File: config.mk
export PLATFORM = sky130hd
export DESIGN_NAME = seq_div32_flat
export DESIGN_NICKNAME = d
export VERILOG_FILES = /design/src/rtl/seq_div32_if.sv /design/src/rtl/seq_div32.sv /design/src/flat_wrapper.sv
export SDC_FILE = /design/constraint.sdc
export NUM_CORES = 1
export LEC_CHECK = 0
export ABC_AREA = 1
export BUFFER_PORTS_ARGS = -buffer_cell sky130_fd_sc_hd__buf_2
export CORE_ASPECT_RATIO = 1.5
export CORE_MARGIN = 2
export CORE_UTILIZATION = 55
export DETAILED_ROUTE_END_ITERATION = 8
export PLACE_DENSITY = 0.76
export SETUP_SLACK_MARGIN = 0.5
export SYNTH_ARGS = -nofsm -noshare
export SYNTH_HDL_FRONTEND = slang
export SYNTH_SLANG_ARGS = --single-unit
File: constraint.sdc
create_clock -name clk -period 3 [get_ports clk]
set_input_delay 0.6 -clock clk [delete_from_list [all_inputs] [get_ports clk]]
set_output_delay 0.6 -clock clk [all_outputs]
set_load 0.02 [all_outputs]
File: src/rtl/seq_div32_if.sv
// seq_div32_if -- request/result bundle between the core register interface
// and the sequential divider.
//   master: drives start, dividend, divisor; observes busy, done, results.
//   slave : the divider side of the same bundle.
// Signals:
//   start        request pulse, sampled by the divider only while idle
//   dividend     WIDTH-bit numerator
//   divisor      WIDTH-bit denominator
//   busy         divider is computing or presenting a result
//   done         one-cycle completion strobe
//   quotient     WIDTH-bit result, held until the next accepted start
//   remainder    WIDTH-bit result, held until the next accepted start
//   div_by_zero  captured divisor was zero, held with the results
interface seq_div32_if #(
  parameter int WIDTH = 32
);
  logic             start;
  logic [WIDTH-1:0] dividend;
  logic [WIDTH-1:0] divisor;
  logic             busy;
  logic             done;
  logic [WIDTH-1:0] quotient;
  logic [WIDTH-1:0] remainder;
  logic             div_by_zero;

  modport master (
    output start, dividend, divisor,
    input  busy, done, quotient, remainder, div_by_zero
  );

  modport slave (
    input  start, dividend, divisor,
    output busy, done, quotient, remainder, div_by_zero
  );
endinterface

File: src/rtl/seq_div32.sv
// seq_div32 -- radix-2 restoring divider, one quotient bit per clock.
// Each trial subtraction runs through a chain of 4-bit carry-lookahead
// groups (T + ~divisor + 1); the carry out of the top group, together with
// the partial-remainder bit shifted out of the WIDTH-bit window, says the
// subtraction did not borrow.
// Ports:
//   clk      rising-edge clock
//   reset_n  asynchronous active-low reset; discards any division in flight
//   bus      seq_div32_if slave modport (start/operands in, busy/done/results out)
// Optional feature macro: DIV_SIGNED_EN -- two's complement operands
//   (magnitudes divided unsigned, signs fixed up on completion). When it is
//   undefined the divider is purely unsigned and no sign logic exists.
module seq_div32 #(
  parameter int WIDTH = 32
) (
  input  logic       clk,
  input  logic       reset_n,
  seq_div32_if.slave bus
);
  localparam int CNT_W = $clog2(WIDTH);
  localparam int NGRP  = WIDTH / 4;
  localparam logic [WIDTH-1:0] ONE = WIDTH'(1);

  typedef enum logic [1:0] {S_IDLE = 2'd0, S_CALC = 2'd1, S_DONE = 2'd2} state_t;

  // 4-bit carry-lookahead adder group: returns {carry_out, sum[3:0]}.
  function automatic logic [4:0] cla4(input logic [3:0] a, input logic [3:0] b, input logic ci);
    logic [3:0] g;
    logic [3:0] p;
    logic [4:0] c;
    g    = a & b;
    p    = a ^ b;
    c[0] = ci;
    c[1] = g[0] | (p[0] & c[0]);
    c[2] = g[1] | (p[1] & g[0]) | (p[1] & p[0] & c[0]);
    c[3] = g[2] | (p[2] & g[1]) | (p[2] & p[1] & g[0]) | (p[2] & p[1] & p[0] & c[0]);
    c[4] = g[3] | (p[3] & g[2]) | (p[3] & p[2] & g[1]) | (p[3] & p[2] & p[1] & g[0])
         | (p[3] & p[2] & p[1] & p[0] & c[0]);
    return {c[4], p ^ c[3:0]};
  endfunction

  // Two's complement negation.
  function automatic logic [WIDTH-1:0] neg2(input logic [WIDTH-1:0] x);
    return (~x) + ONE;
  endfunction

  state_t             r_state;
  state_t             w_state_nx;
  logic [CNT_W-1:0]   r_cnt;
  logic [WIDTH-1:0]   r_dvd;      // dividend bits still to be shifted in, MSB first
  logic [WIDTH-1:0]   r_dsr;      // divisor (magnitude)
  logic [WIDTH-1:0]   r_rem;      // partial remainder
  logic [WIDTH-1:0]   r_quo;      // quotient bits collected so far
  logic [WIDTH-1:0]   r_quotient;
  logic [WIDTH-1:0]   r_remainder;
  logic               r_dbz;
  logic               r_busy;
  logic               r_done;

  logic [WIDTH-1:0]   w_a_mag;
  logic [WIDTH-1:0]   w_b_mag;
  logic [WIDTH:0]     w_t;        // trial value, one bit wider than the operands
  logic [WIDTH-1:0]   w_nd;
  logic [WIDTH-1:0]   w_diff;
  logic [NGRP:0]      w_gc;
  logic               w_nb;       // trial subtraction did not borrow
  logic [WIDTH-1:0]   w_rem_nx;
  logic [WIDTH-1:0]   w_quo_nx;
  logic [WIDTH-1:0]   w_quo_fix;
  logic [WIDTH-1:0]   w_rem_fix;
  logic               w_zero_div;

`ifdef DIV_SIGNED_EN
  logic r_qneg;
  logic r_rneg;
  assign w_a_mag   = bus.dividend[WIDTH-1] ? neg2(bus.dividend) : bus.dividend;
  assign w_b_mag   = bus.divisor[WIDTH-1]  ? neg2(bus.divisor)  : bus.divisor;
  assign w_quo_fix = r_qneg ? neg2(w_quo_nx) : w_quo_nx;
  assign w_rem_fix = r_rneg ? neg2(w_rem_nx) : w_rem_nx;
`else
  assign w_a_mag   = bus.dividend;
  assign w_b_mag   = bus.divisor;
  assign w_quo_fix = w_quo_nx;
  assign w_rem_fix = w_rem_nx;
`endif

  assign w_zero_div = (bus.divisor == {WIDTH{1'b0}});

  // Trial subtract T - divisor as T + ~divisor + 1 through the lookahead groups.
  assign w_t     = {r_rem, r_dvd[WIDTH-1]};
  assign w_nd    = ~r_dsr;
  assign w_gc[0] = 1'b1;

  for (genvar g = 0; g < NGRP; g++) begin : g_cla
    logic [4:0] w_res;
    assign w_res           = cla4(w_t[4*g +: 4], w_nd[4*g +: 4], w_gc[g]);
    assign w_diff[4*g +: 4] = w_res[3:0];
    assign w_gc[g+1]       = w_res[4];
  end

  // A set bit shifted out of the window means T exceeds any divisor.
  assign w_nb     = w_t[WIDTH] | w_gc[NGRP];
  assign w_rem_nx = w_nb ? w_diff : w_t[WIDTH-1:0];
  assign w_quo_nx = {r_quo[WIDTH-2:0], w_nb};

  // Next-state decode.
  always_comb begin
    w_state_nx = r_state;
    case (r_state)
      S_IDLE: begin
        if (bus.start) begin
          w_state_nx = w_zero_div ? S_DONE : S_CALC;
        end else begin
          w_state_nx = S_IDLE;
        end
      end
      S_CALC: begin
        if (r_cnt == {CNT_W{1'b0}}) begin
          w_state_nx = S_DONE;
        end else begin
          w_state_nx = S_CALC;
        end
      end
      S_DONE:  w_state_nx = S_IDLE;
      default: w_state_nx = S_IDLE;
    endcase
  end

  // State register plus registered busy/done strobes derived from the next state.
  always_ff @(posedge clk or negedge reset_n) begin
    if (!reset_n) begin
      r_state <= S_IDLE;
      r_busy  <= 1'b0;
      r_done  <= 1'b0;
    end else begin
      r_state <= w_state_nx;
      r_busy  <= (w_state_nx != S_IDLE);
      r_done  <= (w_state_nx == S_DONE);
    end
  end

  // Operand capture, per-cycle shift/subtract, and result publication.
  always_ff @(posedge clk or negedge reset_n) begin
    if (!reset_n) begin
      r_cnt       <= {CNT_W{1'b0}};
      r_dvd       <= {WIDTH{1'b0}};
      r_dsr       <= {WIDTH{1'b0}};
      r_rem       <= {WIDTH{1'b0}};
      r_quo       <= {WIDTH{1'b0}};
      r_quotient  <= {WIDTH{1'b0}};
      r_remainder <= {WIDTH{1'b0}};
      r_dbz       <= 1'b0;
`ifdef DIV_SIGNED_EN
      r_qneg      <= 1'b0;
      r_rneg      <= 1'b0;
`endif
    end else begin
      case (r_state)
        S_IDLE: begin
          if (bus.start && w_zero_div) begin
            // Results are defined directly; the raw dividend is returned.
            r_quotient  <= {WIDTH{1'b1}};
            r_remainder <= bus.dividend;
            r_dbz       <= 1'b1;
          end else if (bus.start) begin
            r_dvd <= w_a_mag;
            r_dsr <= w_b_mag;
            r_rem <= {WIDTH{1'b0}};
            r_quo <= {WIDTH{1'b0}};
            r_cnt <= CNT_W'(WIDTH - 1);
            r_dbz <= 1'b0;
`ifdef DIV_SIGNED_EN
            r_qneg <= bus.dividend[WIDTH-1] ^ bus.divisor[WIDTH-1];
            r_rneg <= bus.dividend[WIDTH-1];
`endif
          end else begin
            r_cnt <= r_cnt;
          end
        end
        S_CALC: begin
          r_rem <= w_rem_nx;
          r_quo <= w_quo_nx;
          r_dvd <= {r_dvd[WIDTH-2:0], 1'b0};
          r_cnt <= r_cnt - CNT_W'(1);
          if (r_cnt == {CNT_W{1'b0}}) begin
            r_quotient  <= w_quo_fix;
            r_remainder <= w_rem_fix;
          end else begin
            r_quotient  <= r_quotient;
          end
        end
        S_DONE:  r_cnt <= r_cnt;
        default: r_cnt <= r_cnt;
      endcase
    end
  end

  assign bus.busy        = r_busy;
  assign bus.done        = r_done;
  assign bus.quotient    = r_quotient;
  assign bus.remainder   = r_remainder;
  assign bus.div_by_zero = r_dbz;

endmodule

File: src/flat_wrapper.sv
// flat-port wrapper written by rule: the top's interface ports become plain ports
module seq_div32_flat 
#(
  parameter int WIDTH = 32
)
  (clk, reset_n, bus_start, bus_dividend, bus_divisor, bus_busy, bus_done, bus_quotient, bus_remainder, bus_div_by_zero);
  seq_div32_if #(.WIDTH(WIDTH)) bus_i ();
  input  logic clk;
  input  logic reset_n;
  input wire logic [$bits(bus_i.start)-1:0] bus_start;
  input wire logic [$bits(bus_i.dividend)-1:0] bus_dividend;
  input wire logic [$bits(bus_i.divisor)-1:0] bus_divisor;
  output wire logic [$bits(bus_i.busy)-1:0] bus_busy;
  output wire logic [$bits(bus_i.done)-1:0] bus_done;
  output wire logic [$bits(bus_i.quotient)-1:0] bus_quotient;
  output wire logic [$bits(bus_i.remainder)-1:0] bus_remainder;
  output wire logic [$bits(bus_i.div_by_zero)-1:0] bus_div_by_zero;
  assign bus_i.start = bus_start;
  assign bus_i.dividend = bus_dividend;
  assign bus_i.divisor = bus_divisor;
  assign bus_busy = bus_i.busy;
  assign bus_done = bus_i.done;
  assign bus_quotient = bus_i.quotient;
  assign bus_remainder = bus_i.remainder;
  assign bus_div_by_zero = bus_i.div_by_zero;
  seq_div32 #(.WIDTH(WIDTH)) u_core (.clk(clk), .reset_n(reset_n), .bus(bus_i));
endmodule
==> results_dict.tcl <==
set metrics [dict create \
    tightest_slew_ps 734 \
    clk_latency_ps 500 \
    outcome "complete, no violations" \
    max_stage_delay_ps 420 \
    clkPwrFrac_pct 16.8 \
    n_fill_cell 1309 \
    crit_chain "ha_4 > nand2_4 > nor2_4 > nor2_4 > nand2_4 > buf_6 > buf_4 > buf_6 > buf_4 > buf_4 > buf_4 > buf_6 > buf_6 > inv_4 > fa_1 > xnor2_1 > nand2_4 > nand3_2 > nand2_1 > inv_1" \
    drt_pass1_iterations 6 \
    diodes 0 \
    crit_path_max_fanout 3 \
    htree_levels 1 \
    power_density_nw_per_um2 1190 \
    regArea_sq_um 5030 \
    worstSetupPathType "reg -> reg" \
    setup_violations 0 \
    grt_pass1_wl_mm 41.5 \
    netlist_area_sq_um 10100 \
    fin_skew_ps 6.49 \
    syn_nets 1329 \
    ios 134 \
    cts_sinks 201 \
    drtIter0Drc 676 \
    dr_total_vias 8851 \
    crit_slowest_cell "dfrtp_1" \
    postSynthCellCount 1221 \
    synthToLayoutAreaGrowth_pct 27.6 \
    dp_hpwl_mm 16.2 \
    setup_ws_ps 49.6 \
    pwr-share-seq_pct 29.1 \
    antenna_found_initial 0 \
    ys_ff_latch 201 \
    wire_per_inst_um 16.3 \
    max-vdd-ir-drop_v 0.000647 \
    ant_nets 0 \
    final_max_slew_viol_count 0 \
    min_period_ps 2950 \
    crit_required_ps 3440 \
    clkSlewWorstSetupHoldPaths_ps 70 \
    final_area_sq_um 12900 \
    die_h_um 170 \
    holdBufCountCts 0 \
    drc 0 \
    cap_violations 0 \
    combPwrFrac_pct 54.2 \
    leakagePower_nw 6.66 \
    grt_usage_pct 26.3 \
    ys_types 36 \
    drt_wl_total_mm 26.2 \
    rows 60 \
    place_area_sq_um 11200 \
    switchingPower_mw 6.79 \
    drive_gt1_share_pct 29.6 \
    multiInputGateArea_sq_um 4870 \
    worstSetupEndpointType "flip-flop" \
    dieWidth_um 115 \
    clock.fmax_ghz 0.339 \
    finish.utilization_pct 71.8 \
    globalplace.congestion 0.842 \
    grt_pass1_vias 8687 \
    finalHoldViolations 0 \
    sw_frac_of_total_pct 44.0 \
    maxSlewHeadroom_pct 50.7 \
    io_buffer_count 133 \
    pre_cts_slack_ps -161 \
    critPathArrivalTime_ps 3390 \
    design.die.area_sq_um 19600 \
    fp.coreArea_sq_um 18000 \
    nets 1486 \
    hold_path_class "in -> async" \
    clock-root-buffer "clkbuf_16" \
    overflow 0 \
    clockBufferDepth 3 \
    cts_tree "built" \
    intPower_mw 8.66 \
    viasPerCell 5.50 \
    yosys_warnings 0 \
    critPathLaunchType "flip-flop" \
    avgSynthCellArea_sq_um 8.31 \
    cts-buffers-inserted 20 \
    period_share_pct 98.3 \
    p_total_mw 15.5 \
    ys_seq_area_share_pct 49.6 \
    initial_core_util_pct 56.3 \
    rsz0062_at_grt "yes" \
    grt_max_degree 129 \
]
## cell type report
type,count,share of cell area (%)
well taps,217,2.10
repair buffers,191,10.7
flip-flops and latches,201,38.9
clock inverters,11,0.928
multi-input cells,778,37.6
inverters,186,5.45
clock buffers,25,4.33
## worst paths after layout
check / start / endpoint / slack [ps] / cells after the start
hold / removal: reset_n / u_core.r_dsr[27] / 110 / 1
setup reg to reg: u_core.r_rem[2] / u_core.bus.remainder[5] / 50 / 20
max in group asynchronous: reset_n / u_core.bus.quotient[17] / 2120 / 2
min in group clk: bus_divisor[12] / u_core.r_dsr[12] / 360 / 3
setup / recovery: u_core.r_rem[2] / u_core.bus.remainder[5] / 50 / 20
hold reg to reg: u_core.r_dvd[0] / u_core.r_dvd[0] / 480 / 2
## flip-flops by register name, indices dropped and copies added (netlist names), 2 cells and up
| register | cells |
|---|---|
| u_core.r_quo | 31 |
| u_core.r_rem | 32 |
| u_core.r_dsr | 32 |
| u_core.r_dvd | 32 |
| u_core.r_cnt | 5 |
| u_core.bus.quotient | 32 |
| u_core.r_state | 2 |
| u_core.bus.remainder | 32 |
## worst max-delay path: cells and delay by family, from the launching register on
| kind | cells | cell delay (ps) |
|---|---|---|
| XOR/XNOR | 1 | 410 |
| adder cells (fa/ha/maj) | 2 | 730 |
| buffers and inverters | 10 | 820 |
| flip-flops | 1 | 420 |
| AND/OR/NAND/NOR | 7 | 530 |
## Yosys cell counts (all sizes together)
cell | count | area, sq um
fa | 7 | 140
nand3 | 136 | 681
a21boi | 2 | 15.0
o31ai | 1 | 7.51
and3 | 1 | 6.26
ha | 34 | 425
o21ai | 18 | 90.1
buf | 27 | 175
a22oi | 2 | 15.0
nand2 | 258 | 1080
or2 | 32 | 200
nor3b | 1 | 12.5
inv | 186 | 698
xnor2 | 11 | 96.3
nor4 | 6 | 37.5
or4 | 1 | 7.51
nand4 | 4 | 25.0
xor2 | 10 | 87.6
o22ai | 30 | 188
a31oi | 31 | 194
o21a | 2 | 15.0
dfrtp | 201 | 5030
a21oi | 43 | 215
nor2 | 140 | 542
nor3 | 4 | 20.0
o211ai | 2 | 15.0
clkbuf | 29 | 109
nand3b | 2 | 15.0
## kinds of logic after synthesis
logic type      synth area share, %
flops                          49.6
xor+xnor                       1.81
compound gates                 7.44
simple gates                   25.9
fa+ha+maj                      5.58
buf+inv                        9.69
## per-stage QoR
stage                     setup TNS (ps)  cells  hold WS, ps
after floorplan                        0   1221          304
after global placement             -9540   1541          456
after detailed placement          -11080   1541          465
after CTS                              0   1601          154
after global routing               -59.4   1609          175
final                                  0   1609          113
## layout by cell type (no fill, tap or decap), types with 5 or more instances in the layout
master	count
a21oi_1	43
a31oi_1	31
buf_12	15
buf_2	132
buf_4	34
buf_6	5
clkbuf_16	22
dfrtp_1	201
fa_1	6
ha_1	25
ha_4	9
inv_1	173
inv_2	10
nand2_1	202
nand2_2	19
nand2_4	35
nand3_1	73
nand3_2	62
nor2_1	136
o21ai_0	18
o22ai_1	30
or2_2	32
xnor2_1	10
xor2_1	10
## routing by layer
metal	track usage, %	up-vias	wire length, um
li1	-	4185	-
met1	32.6	4254	10100
met2	45.6	332	13500
met3	3.67	80	1420
met4	11.1	0	1060
met5	0	-	0
## power by group through the flow
stage | Combinational [mW] | Sequential, mW | Clock, mW
after floorplan | 4.47 | 4.82 | 0
after global placement | 6.28 | 4.46 | 0
after detailed placement | 6.48 | 4.49 | 0
after CTS | 7.60 | 4.46 | 2.63
after global routing | 9.19 | 4.60 | 2.74
final | 8.37 | 4.49 | 2.59
## what timing repair did
item                       4_1_cts  5_1_grt
buffers inserted                22        7
gates cloned                     2        1
resized for setup               89       69
pin swaps                       13       26
setup endpoints to repair      123       92
(Power assumes the default switching activity.)
